--- src/rtl/mem_pkg.sv ---
// Shared load/store op encodings, FSM states and lane helpers for the data-memory access unit.
package mem_pkg;

  typedef enum logic [2:0] {
    OP_LW  = 3'd0,
    OP_LH  = 3'd1,
    OP_LHU = 3'd2,
    OP_LB  = 3'd3,
    OP_LBU = 3'd4,
    OP_SW  = 3'd5,
    OP_SH  = 3'd6,
    OP_SB  = 3'd7
  } op_t;

  typedef enum logic [1:0] {
    ST_IDLE = 2'd0,
    ST_REQ  = 2'd1,
    ST_DONE = 2'd2
  } state_t;

  localparam int ACK_TIMEOUT_DEF = 255;

  function automatic logic is_misaligned(input op_t op, input logic [1:0] a);
    case (op)
      OP_LW, OP_SW:         return a != 2'b00;
      OP_LH, OP_LHU, OP_SH: return a[0];
      default:              return 1'b0;
    endcase
  endfunction

  function automatic logic is_store(input op_t op);
    return (op == OP_SW) || (op == OP_SH) || (op == OP_SB);
  endfunction

  function automatic logic [3:0] byte_en(input op_t op, input logic [1:0] a);
    case (op)
      OP_LW, OP_SW:         return 4'b1111;
      OP_LH, OP_LHU, OP_SH: return a[1] ? 4'b1100 : 4'b0011;
      default:              return 4'b0001 << a;
    endcase
  endfunction

  // Store data is replicated across every lane so memory only needs dm_be.
  function automatic logic [31:0] store_data(input op_t op, input logic [31:0] d);
    case (op)
      OP_SH:   return {2{d[15:0]}};
      OP_SB:   return {4{d[7:0]}};
      default: return d;
    endcase
  endfunction

endpackage

--- src/rtl/mem_access_unit_load_extend.sv ---
// Load lane select and sign/zero extension of a memory read word.
// Latency: combinational.
// Backpressure: none; purely a function of its inputs.
module load_extend
  import mem_pkg::*;
(
  input  logic [2:0]  op_type,
  input  logic [1:0]  lane,
  input  logic [31:0] rdata,
  output logic [31:0] data
);

  logic [7:0]  byte_sel;
  logic [15:0] half_sel;

  always_comb begin
    byte_sel = rdata[{lane, 3'b000} +: 8];
    half_sel = lane[1] ? rdata[31:16] : rdata[15:0];
    case (op_t'(op_type))
      OP_LB:   data = {{24{byte_sel[7]}}, byte_sel};
      OP_LBU:  data = {24'b0, byte_sel};
      OP_LH:   data = {{16{half_sel[15]}}, half_sel};
      OP_LHU:  data = {16'b0, half_sel};
      default: data = rdata;
    endcase
  end

endmodule

--- src/rtl/mem_access_unit.sv ---
// MEM-stage load/store unit: aligns, issues one data-memory request, extends load data.
// Latency: 1 issue + N request (until dm_ack or ACK_TIMEOUT) + 1 done cycle.
// Backpressure: mem_stall holds the pipeline while issuing and waiting for dm_ack.
module mem_access_unit
  import mem_pkg::*;
#(
  parameter int ACK_TIMEOUT = ACK_TIMEOUT_DEF
) (
  input  logic        clk,
  input  logic        rst,
  input  logic        mem_op_valid,
  input  logic [2:0]  mem_op_type,
  input  logic [31:0] mem_addr,
  input  logic [31:0] mem_wdata,
  output logic        dm_req,
  output logic        dm_we,
  output logic [31:0] dm_addr,
  output logic [3:0]  dm_be,
  output logic [31:0] dm_wdata,
  input  logic        dm_ack,
  input  logic [31:0] dm_rdata,
  output logic [31:0] dmem_out,
  output logic        mem_stall,
  output logic        addr_err,
  output logic        bus_err
);

  localparam int CW = $clog2(ACK_TIMEOUT + 1);

  state_t        state;
  logic [CW-1:0] cnt;
  op_t           op;
  op_t           op_q;
  logic [1:0]    lane_q;
  logic          misaligned;
  logic          issue;
  logic [31:0]   ld_data;

  assign op         = op_t'(mem_op_type);
  assign misaligned = is_misaligned(op, mem_addr[1:0]);
  assign issue      = mem_op_valid && !misaligned;

  // Gated by rst so a held instruction cannot stall the pipe during reset.
  assign mem_stall = rst && (((state == ST_IDLE) && issue) || (state == ST_REQ));

  load_extend u_load_extend (
    .op_type (op_q),
    .lane    (lane_q),
    .rdata   (dm_rdata),
    .data    (ld_data)
  );

  always_ff @(posedge clk or negedge rst) begin
    if (!rst) begin
      state    <= ST_IDLE;
      cnt      <= '0;
      op_q     <= OP_LW;
      lane_q   <= 2'b00;
      dm_req   <= 1'b0;
      dm_we    <= 1'b0;
      dm_addr  <= 32'h0;
      dm_be    <= 4'h0;
      dm_wdata <= 32'h0;
      dmem_out <= 32'h0;
      addr_err <= 1'b0;
      bus_err  <= 1'b0;
    end else begin
      addr_err <= 1'b0;
      bus_err  <= 1'b0;
      case (state)
        ST_IDLE: begin
          if (mem_op_valid && misaligned) begin
            addr_err <= 1'b1;
          end else if (issue) begin
            dm_req   <= 1'b1;
            dm_we    <= is_store(op);
            dm_addr  <= {mem_addr[31:2], 2'b00};
            dm_be    <= byte_en(op, mem_addr[1:0]);
            dm_wdata <= store_data(op, mem_wdata);
            op_q     <= op;
            lane_q   <= mem_addr[1:0];
            cnt      <= '0;
            state    <= ST_REQ;
          end
        end
        ST_REQ: begin
          // Ack is checked first so an ack on the final allowed cycle wins over the timeout.
          if (dm_ack) begin
            dm_req <= 1'b0;
            if (!dm_we) dmem_out <= ld_data;
            state  <= ST_DONE;
          end else if (cnt == CW'(ACK_TIMEOUT - 1)) begin
            dm_req   <= 1'b0;
            bus_err  <= 1'b1;
            dmem_out <= 32'h0;
            state    <= ST_DONE;
          end else begin
            cnt <= cnt + CW'(1);
          end
        end
        ST_DONE: state <= ST_IDLE;
        default: state <= ST_IDLE;
      endcase
    end
  end

endmodule

--- config.mk ---
export PLATFORM = sky130hd
export DESIGN_NAME = mem_access_unit
export DESIGN_NICKNAME = d
export VERILOG_FILES = /design/src/rtl/mem_pkg.sv /design/src/rtl/mem_access_unit_load_extend.sv /design/src/rtl/mem_access_unit.sv
export SDC_FILE = /design/constraint.sdc
export NUM_CORES = 1
export LEC_CHECK = 0
export BUFFER_PORTS_ARGS = -buffer_cell sky130_fd_sc_hd__buf_2
export CAP_MARGIN = 30
export CORE_MARGIN = 2
export CORE_UTILIZATION = 24
export DETAILED_ROUTE_END_ITERATION = 10
export SETUP_SLACK_MARGIN = 0.5
export SLEW_MARGIN = 20
export SYNTH_ARGS = -nofsm -noshare
export SYNTH_HDL_FRONTEND = slang
export SYNTH_SLANG_ARGS = --single-unit
--- constraint.sdc ---
create_clock -name clk -period 1.9 [get_ports clk]
set_clock_uncertainty 0.2 [all_clocks]
set_input_delay 0.095 -clock clk [delete_from_list [all_inputs] [get_ports clk]]
set_output_delay 0.095 -clock clk [all_outputs]
set_load 0.02 [all_outputs]
==> results of run 1 <==
-- routing by layer --
layer / share of wire, % / wire length [um] / vias to the layer above / GRT usage [%]
met3: 7.8 / 1520 / 23 / 4.80
met4: 1.6 / 316 / 2 / 4.87
met2: 49 / 9480 / 222 / 25.9
met5: 0.057 / 11 / - / 0
li1: - / - / 2597 / -
met1: 42 / 8120 / 2685 / 17.8
-- critical path, cell delays in order, from the launching register on --
cell and delay, ns:
dfrtp_2 0.42, buf_12 0.14, or3b_4 0.39, nor2_4 0.12
buf_12 0.17, buf_4 0.16, mux2_2 0.34
-- worst max path at each step --
| stage | startpoint | end | slack (ns) | cells after the start |
|---|---|---|---|---|
| 3_5_place_dp | lane_q[0]$_DFFE_PN0P_ | dmem_out[21]$_DFFE_PN0P_ | -0.38 | 4 |
| 3_3_place_gp | op_q[1]$_DFFE_PN0P_ | dmem_out[13]$_DFFE_PN0P_ | -0.30 | 5 |
| 6_report | state[1]$_DFFE_PN0P_ | dm_wdata[14]$_DFFE_PN0P_ | -0.17 | 6 |
| 2_1_floorplan | state[0]$_DFFE_PN0P_ | dm_addr[10]$_DFFE_PN0P_ | -0.05 | 6 |
| 4_1_cts | state[1]$_DFFE_PN0P_ | dm_wdata[6]$_DFFE_PN0P_ | -0.16 | 6 |
| 5_1_grt | state[1]$_DFFE_PN0P_ | dm_wdata[14]$_DFFE_PN0P_ | -0.21 | 6 |
-- Yosys cell counts, types with 4 or more instances --
master	count
a21oi_1	18
a311o_1	7
a32o_1	7
buf_2	15
buf_6	7
clkbuf_1	11
dfrtp_1	117
inv_1	6
mux2_2	41
mux2_4	43
mux2i_1	20
nand2_1	37
nand2b_1	13
nand3_1	12
nor2_1	24
nor4_1	7
o21ai_0	32
o21ai_1	6
o2bb2ai_1	7
o31ai_1	5
xor2_1	4
-- sequential cells by signal, summed over array words and instances, names as in the netlist --
| name | count |
|---|---|
| dm_be | 4 |
| bus_err | 1 |
| addr_err | 1 |
| dm_addr | 30 |
| dmem_out | 32 |
| dm_we | 1 |
| lane_q | 2 |
| dm_wdata | 32 |
| dm_req | 1 |
| cnt | 8 |
| state | 2 |
| op_q | 3 |
-- metrics by stage --
step	power, mW	std cells	worst slack [ns]	utilization (%)
after detailed placement	9.34	1053	-0.380	32.2
after floorplan	7.50	500	-0.0462	-
after CTS	13.0	1209	-0.157	40.3
after global routing	13.9	1221	-0.211	41.3
after global placement	9.26	1052	-0.295	32.2
final	13.1	1222	-0.167	41.3
-- cell families (layout without fill, tap and decap cells) --
logic type	Yosys count	count (layout)	share of synthesized area, %
AND/OR/NAND/NOR	122	122	11.1
flip-flops	117	117	49.3
multiplexers	105	105	22.4
AO/OA/AOI/OAI	104	104	11.8
buffers and inverters	43	440	4.13
XOR/XNOR	5	5	0.738
adder cells (fa/ha/maj)	2	2	0.421
other	1	3	0.0632
-- layout make-up --
class	count	area (um^2)	share of cell area, %
inverter	6	22.5	0.224
sequential	117	2940	29.2
clock inverter	14	116	1.16
antenna	1	2.50	0.0249
multi-input combinational	340	3120	31.0
timing repair buffer	402	3010	30.0
tap	324	405	4.03
clock buffer	18	439	4.37
-- timing repair --
action / in CTS / in global routing
endpoints found under the hold margin: 222 / 1
resized for setup: 35 / 40
endpoints found under the setup margin: 118 / 118
buffers inserted: 18 / 12
pin swaps: 4 / 12
cloned: 2 / 0
-- power by group --
part / leakage (nW) / total, mW / internal, mW / switching, mW
Sequential: 1.42 / 4.04 / 3.44 / 0.598
Clock: 0.263 / 3.03 / 1.73 / 1.30
Combinational: 3.03 / 6.07 / 2.92 / 3.14
-- cells in the final DEF, fill, tap and decap left out, types with 6 or more instances in the layout --
| cell | n |
|---|---|
| a21oi_1 | 13 |
| a311o_1 | 7 |
| a32o_1 | 7 |
| buf_12 | 10 |
| buf_2 | 203 |
| buf_4 | 66 |
| buf_6 | 14 |
| clkbuf_16 | 18 |
| dfrtp_1 | 111 |
| dfrtp_2 | 6 |
| dlygate4sd3_1 | 104 |
| inv_1 | 6 |
| inv_6 | 6 |
| mux2_2 | 30 |
| mux2_4 | 54 |
| mux2i_1 | 20 |
| nand2_1 | 37 |
| nand2b_1 | 12 |
| nand3_1 | 10 |
| nor2_1 | 24 |
| o21ai_0 | 16 |
| o21ai_1 | 16 |
==> reports/metrics.yaml, run 1 <==
outcome: "finished with violations"
violations: "hold timing, setup timing"
overflow: 0
crit_path_end_kind: "register"
synth_top_area_share_pct: 49.3
vias: 5529
drtIter0Drc: 318
grt_max_degree: 84
clock-sinks: 117
rsz0062_at_grt: "true"
path_clk_slew_ns: 0.06
ios: 208
crit_required_ns: 1.99
grt_pass1_wl_mm: 30.9
synth-edff-count: 0
path_max_fanout: 12
min_path_cells: 5
synth.yosys.seq_area_share_pct: 49.3
hold_viol: 1
whs_endpoint: "bus_err$_DFF_PN0_"
die_y_um: 161
port_buffers: 205
htree_num_levels: 4
fill_cells: 2297
start_util_pct: 24.4
synthCells: 499
period_minus_slack_ns: 2.07
die_x_um: 161
worstHoldStart: "dm_ack"
grt_pass1_vias: 5973
cts.hold.buffers_added: 104
cp-start-kind: "register"
drc_errors: 0
fin_crit_sh_pct: 109
max_freq_ghz: 0.484
fin_area_mm2: 0.0101
rr_worst_depth: 6
core_area_mm2: 0.0243
worst_slack_ns: -0.167
grt_util_all_layers_pct: 15.0
ir_drop_mv: 0.681
maxCapViolations: 0
synthTopCellsByArea: "dfrtp_1 (49%), mux2_4 (11%), mux2_2 (7.8%)"
avgSynthCellArea_um2: 11.9
dieArea_mm2: 0.0260
setup-tns-final_ns: -9.61
synth_flop_cell: "dfrtp_1"
antenna_left: 0
clockBufferDepth: 2
drv_slew: 0
areaGrowthSynthToFinish_pct: 69.4
cts_tree: "built"
synth-seq-cells: 117
dpl_cell_area_mm2: 0.00783
crit-reg2reg-capture: "dm_wdata[14]$_DFFE_PN0P_"
cts_buffers: 17
nNetsFinal: 989
ys_warn_count: 0
leakagePower_nw: 4.71
clock-root-buffer: "clkbuf_16"
synth_cell_types: 57
rrSetupSlack_ns: -0.17
power_density_mw_per_mm2: 1310
insertion_delay_ns: 0.41
totalWireLength_mm: 19.5
avgViaCountPerCell: 4.52
synthArstFlopShare_pct: 100
hp-class: "input port to register"
layout-drive-gt1-share_pct: 52.3
synth_top_area_cell: "dfrtp_1"
wire_per_inst_um: 15.9
crit_arrival_ns: 2.16
reg2reg_from: "state[1]$_DFFE_PN0P_"
critPathKind: "register to register"
antenna_found_initial: 1
synth_area_mm2: 0.00594
fin_hold_ws_ns: -0.0469
dr.pass1.iters: 5
rows: 57
dp_hpwl_mm: 12.6
setup_violations: 96
gp_congestion: 0.816
Power figures use the tool's default switching activity.
==> run 2: changes to the inputs <==
--- a/config.mk
+++ b/config.mk
@@ -8,8 +8,9 @@
 export BUFFER_PORTS_ARGS = -buffer_cell sky130_fd_sc_hd__buf_2
 export CAP_MARGIN = 30
 export CORE_MARGIN = 2
-export CORE_UTILIZATION = 24
+export CORE_UTILIZATION = 46
 export DETAILED_ROUTE_END_ITERATION = 10
+export PLACE_DENSITY = 0.77
 export SETUP_SLACK_MARGIN = 0.5
 export SLEW_MARGIN = 20
 export SYNTH_ARGS = -nofsm -noshare
==> run 2 against run 1 <==
  * The flow finishes with violations (setup timing)
  * Critical path depth increased by 1
  * Sequential share of layout area is 0.90 points lower
  * Routed wire length increased by 25%
  * Cell count down 13%
  * Setup slack better by 0.036 ns
  * Fmax increased by 1.8%
  * Die area shrank 47%
  * First-iteration DRC count rose by 97%
  * Largest cell class unchanged
  * Largest power group unchanged
==> reports/metrics.yaml, run 2 (synthesis results as in run 1) <==
critPathKind: "register to register"
fin_crit_sh_pct: 107
rows: 41
core_area_mm2: 0.0126
clock-root-buffer: "clkbuf_16"
outcome: "finished with violations"
whs_endpoint: "dm_be[1]$_DFFE_PN0P_"
grt_max_degree: 70
fin_hold_ws_ns: 0.0250
drv_slew: 0
pwr-share-clk_pct: 23.9
crit_arrival_ns: 2.13
gp_congestion: 0.875
clockBufferDepth: 2
hp-class: "input port to register"
sw_frac_of_total_pct: 38.3
wire_per_inst_um: 22.8
clock-sinks: 117
path_clk_slew_ns: 0.06
cts_tree: "built"
dieArea_mm2: 0.0138
ios: 208
crit_required_ns: 2.00
hold_viol: 0
drtIter0Drc: 628
avgViaCountPerCell: 5.72
p_int_mw: 8.92
fill_cells: 638
path_max_fanout: 7
multi_input_area_mm2: 0.00334
diodes: 0
htree_num_levels: 4
tightest_slew_ns: 0.634
ir_drop_mv: 0.858
port_buffers: 205
layout_common_cells: "buf_2 (203), dfrtp_1 (111), dlygate4sd3_1 (104)"
reg_top3: "dm_wdata: 32 flops, dmem_out: 32 flops, dm_addr: 30 flops"
vias: 6095
final_common_cell: "buf_2"
setup_violations: 88
min_path_cells: 5
combinationalPowerShare_pct: 46.6
layout-drive-gt1-share_pct: 55.3
grt_pass1_wl_mm: 35.8
totalWireLength_mm: 24.3
start_util_pct: 47.0
crit-reg2reg-capture: "dmem_out[4]$_DFFE_PN0P_"
grt_util_all_layers_pct: 33.1
max_freq_ghz: 0.493
dr.pass1.iters: 6
maxSlewHeadroom_pct: 57.7
die_y_um: 118
rr_worst_depth: 7
seq_area_mm2: 0.00294
power_density_mw_per_mm2: 1390
crit_path_end_kind: "register"
setup-tns-final_ns: -6.88
p_switching_mw: 5.55
rsz0062_at_grt: "true"
insertion_delay_ns: 0.42
overflow: 0
cp-start-kind: "register"
die_x_um: 118
antenna_left: 0
dp_hpwl_mm: 12.4
worstHoldStart: "mem_addr[0]"
violations: "setup timing"
maxCapViolations: 0
worst_slack_ns: -0.130
period_minus_slack_ns: 2.03
grt_pass1_vias: 6389
areaGrowthSynthToFinish_pct: 74.7
reg2reg_from: "state[1]$_DFFE_PN0P_"
drc_errors: 0
cts_buffers: 17
nNetsFinal: 986
leakagePower_nw: 4.90
antenna_found_initial: 0
seq_power_share_pct: 29.5
rrSetupSlack_ns: -0.13
-- run 2: cell types whose count changed in the layout (fill, tap and decap cells not counted), sizes merged, moves of 2 or more --
cell,previous run,this run
buf,296,292
bufinv,0,4
clkbuf,19,21
clkinv,3,6
inv,13,6
-- run 2: final cells by class --
| cell class | count | area share (%) |
|---|---|---|
| clock inverter | 13 | 1.74 |
| multi-input combinational | 341 | 32.2 |
| timing repair buffer | 398 | 31.1 |
| tap | 172 | 2.07 |
| clock buffer | 19 | 4.37 |
| inverter | 6 | 0.217 |
| sequential | 117 | 28.3 |
-- run 2: repair_timing --
action / 4_1_cts / 5_1_grt
buffers inserted: 17 / 14
hold buffers: 103 / 1
endpoints found under the setup margin: 115 / 118
cloned: 8 / 2
gates resized for setup: 102 / 38
hold endpoints to repair: 222 / 1
pin swaps: 32 / 14
-- run 2: worst max path at each step --
stage	startpoint	endpoint	slack, ns	depth (start not counted)
finish	state[1]$_DFFE_PN0P_	dmem_out[4]$_DFFE_PN0P_	-0.13	7
global route	state[1]$_DFFE_PN0P_	cnt[4]$_DFFE_PN0P_	-0.17	9
CTS	state[1]$_DFFE_PN0P_	mem_stall	-0.11	5
detailed placement	state[0]$_DFFE_PN0P_	dmem_out[19]$_DFFE_PN0P_	-0.06	7
global placement	lane_q[1]$_DFFE_PN0P_	dmem_out[13]$_DFFE_PN0P_	-0.22	4
floorplan	state[0]$_DFFE_PN0P_	dm_addr[10]$_DFFE_PN0P_	-0.05	6
-- run 2: per-layer routing --
metal  track usage [%]  part of all wire (%)  vias up
met5                 0                     0        -
met4              13.0                   4.1        0
met3              8.96                   8.2       89
met2              57.9                    51      413
met1              38.5                    36     3007
li1                  -                     -     2586
-- run 2: per-stage QoR --
step / worst slack, ns / instances / power (mW) / instance area [um^2] / utilization (%)
floorplan: -0.0462 / 500 / 7.50 / 6170 / -
finish: -0.130 / 1066 / 14.5 / 10400 / 82.2
global route: -0.174 / 1066 / 15.0 / 10400 / 82.2
detailed placement: -0.0561 / 889 / 9.37 / 7570 / 60.0
CTS: -0.110 / 1049 / 13.8 / 10000 / 79.5
global placement: -0.215 / 889 / 9.20 / 7570 / 60.0
-- run 2: power groups by stage --
stage                     sequential (mW)  clock [mW]  combinational, mW
after global placement               4.01           0               5.19
after CTS                            4.09        3.47               6.22
after detailed placement             4.06           0               5.31
after global routing                 4.34        3.61               7.04
after floorplan                      5.06           0               2.44
final                                4.26        3.46               6.74
-- run 2: worst max-delay path, stage by stage, from the launching register on --
cell	delay, ns
dfrtp_1	0.40
buf_6	0.13
buf_12	0.12
nor4bb_4	0.29
buf_4	0.21
a31oi_4	0.09
o2bb2ai_2	0.19
a311o_1	0.27
==> run 3: changes to the inputs <==
--- a/config.mk
+++ b/config.mk
@@ -7,6 +7,7 @@
 export LEC_CHECK = 0
 export BUFFER_PORTS_ARGS = -buffer_cell sky130_fd_sc_hd__buf_2
 export CAP_MARGIN = 30
+export CORE_ASPECT_RATIO = 0.75
 export CORE_MARGIN = 2
 export CORE_UTILIZATION = 46
 export DETAILED_ROUTE_END_ITERATION = 10
==> run 3 against run 2 <==
  * The run still ends with setup timing left
  * Combinational power about the same
  * Power decreased by 0.72%
  * Setup slack improved by 0.0029 ns
  * Cell area decreased by 1.4%
  * Sequential cell count unchanged
  * Sequential power decreased by 2%
  * First-iteration DRC count decreased by 48%
  * Clock power about the same
  * Critical endpoint is now dmem_out[8]$_DFFE_PN0P_
  * Core utilization about the same
  * Via count decreased by 3.9%
==> reports/metrics.yaml, run 3 (synthesis results as in run 1) <==
fin_crit_sh_pct: 107
sw_frac_of_total_pct: 37.9
p_switching_mw: 5.44
worst_slack_ns: -0.127
grt_max_degree: 52
setup_violations: 93
critPathKind: "register to register"
reg_top3: "dm_wdata: 32 flops, dmem_out: 32 flops, dm_addr: 30 flops"
grt_util_all_layers_pct: 31.4
cp-start-kind: "register"
clock-root-buffer: "clkbuf_16"
multi_input_area_mm2: 0.00337
combinationalPowerShare_pct: 46.8
crit_required_ns: 1.99
rows: 35
leakagePower_nw: 4.83
dr.pass1.iters: 5
vias: 5856
seq_power_share_pct: 29.0
nNetsFinal: 986
cts_buffers: 17
insertion_delay_ns: 0.41
clock-sinks: 117
path_max_fanout: 7
worstHoldStart: "mem_op_type[0]"
drc_errors: 0
p_int_mw: 8.93
hp-class: "input port to register"
drtIter0Drc: 329
outcome: "finished with violations"
hold_viol: 0
fill_cells: 640
core_area_mm2: 0.0124
antenna_left: 0
crit_path_end_kind: "register"
gp_congestion: 0.906
dp_slack_ns: -0.322
ios: 208
final_common_cell: "buf_2"
dieArea_mm2: 0.0138
seq_area_mm2: 0.00294
max_freq_ghz: 0.493
cts_tree: "built"
grt_pass1_vias: 6194
clockBufferDepth: 2
overflow: 0
antenna_found_initial: 0
fin_area_mm2: 0.0102
layout-drive-gt1-share_pct: 55.3
crit-reg2reg-capture: "dmem_out[8]$_DFFE_PN0P_"
start_util_pct: 47.7
path_cells: "buf_6, mux4_2, nand2b_4, nor3b_4, buf_6, a32o_1"
die_x_um: 135
crit_slowest_cell: "mux4_2"
path_clk_slew_ns: 0.06
grt_pass1_wl_mm: 33.0
dp_hpwl_mm: 11.8
dpl_cell_area_mm2: 0.00752
layout_common_cells: "buf_2 (203), dfrtp_1 (111), dlygate4sd3_1 (103)"
pwr-share-clk_pct: 24.2
final_util_pct: 82.2
ir_drop_mv: 0.761
max_stage_delay_ns: 0.51
reg2reg_from: "lane_q[1]$_DFFE_PN0P_"
maxCapViolations: 0
rrSetupSlack_ns: -0.13
avgViaCountPerCell: 5.52
totalWireLength_mm: 21.8
wire_per_inst_um: 20.6
crit_path_frequent_cell: "buf_6"
rr_worst_depth: 6
htree_num_levels: 4
diodes: 0
period_minus_slack_ns: 2.03
drv_slew: 0
whs_endpoint: "dm_be[3]$_DFFE_PN0P_"
areaGrowthSynthToFinish_pct: 72.2
rsz0062_at_grt: "true"
port_buffers: 205
power_density_mw_per_mm2: 1410
crit_arrival_ns: 2.12
die_y_um: 102
min_path_cells: 5
violations: "setup timing"
==> run 3: changes by cell type in the layout (fill, tap and decap cells not counted), moves of 5 or more <==
cell	delta
buf_12	-5
buf_4	+7
buf_6	+5
nand2_1	+11
nand2_4	-8
nor2_1	-7
o21ai_1	+6
==> run 3: repair_timing <==
| action | CTS | global route |
|---|---|---|
| endpoints found under the hold margin | 220 | 1 |
| pin swaps | 25 | 8 |
| hold buffers | 103 | 1 |
| gates resized for setup | 99 | 43 |
| endpoints found under the setup margin | 116 | 117 |
| buffers inserted | 32 | 7 |
| cloned | 5 | 0 |
==> run 3: per-layer routing <==
layer	vias up	track usage [%]	part of all wire, %	routed length, um
li1	2588	-	-	-
met1	2897	38.3	40	8690
met2	308	54.7	50	11000
met3	63	8.83	7.3	1600
met4	0	10.3	2.6	568
met5	-	0	0	0
==> run 3: how the worst max path moves through the flow <==
stage | startpoint | to | slack (ns) | cells past startpoint
6_report | lane_q[1]$_DFFE_PN0P_ | dmem_out[8]$_DFFE_PN0P_ | -0.13 | 6
5_1_grt | lane_q[1]$_DFFE_PN0P_ | dmem_out[8]$_DFFE_PN0P_ | -0.15 | 6
4_1_cts | state[0]$_DFFE_PN0P_ | dm_addr[9]$_DFFE_PN0P_ | -0.04 | 6
3_5_place_dp | lane_q[1]$_DFFE_PN0P_ | dmem_out[21]$_DFFE_PN0P_ | -0.32 | 4
3_3_place_gp | op_q[1]$_DFFE_PN0P_ | dmem_out[10]$_DFFE_PN0P_ | -0.26 | 4
2_1_floorplan | state[0]$_DFFE_PN0P_ | dm_addr[10]$_DFFE_PN0P_ | -0.05 | 6
==> run 3: layout make-up <==
cell class / count / share of cell area, %
clock buffer: 18 / 4.30
clock inverter: 14 / 1.96
multi-input combinational: 341 / 32.9
timing repair buffer: 398 / 29.9
tap: 166 / 2.03
sequential: 117 / 28.7
inverter: 6 / 0.220
==> run 3: critical path, delay by kind of cell, from the launching register on <==
family	cells	cell delay (ns)
mux	1	0.51
flops	1	0.40
simple gates	2	0.31
compound gates	1	0.26
buf+inv	2	0.24
==> run 3: per-stage QoR <==
step                      TNS (ns)  power, mW  instances  hold slack [ns]
after floorplan              -1.99       7.50        500           -0.401
after global placement       -4.93       9.09        879           -0.159
after detailed placement     -5.86       9.30        880           -0.154
after CTS                   -0.441       13.8       1052           0.0105
after global routing         -8.00       15.0       1060           0.0653
final                        -3.02       14.4       1060           0.0503
==> run 3: power by group through the flow <==
stage               logic, mW  registers, mW  clock network, mW
detailed placement       5.22           4.08                  0
CTS                      6.21           4.10               3.49
global route             7.08           4.25               3.65
floorplan                2.44           5.06                  0
global placement         5.08           4.01                  0
finish                   6.73           4.16               3.48
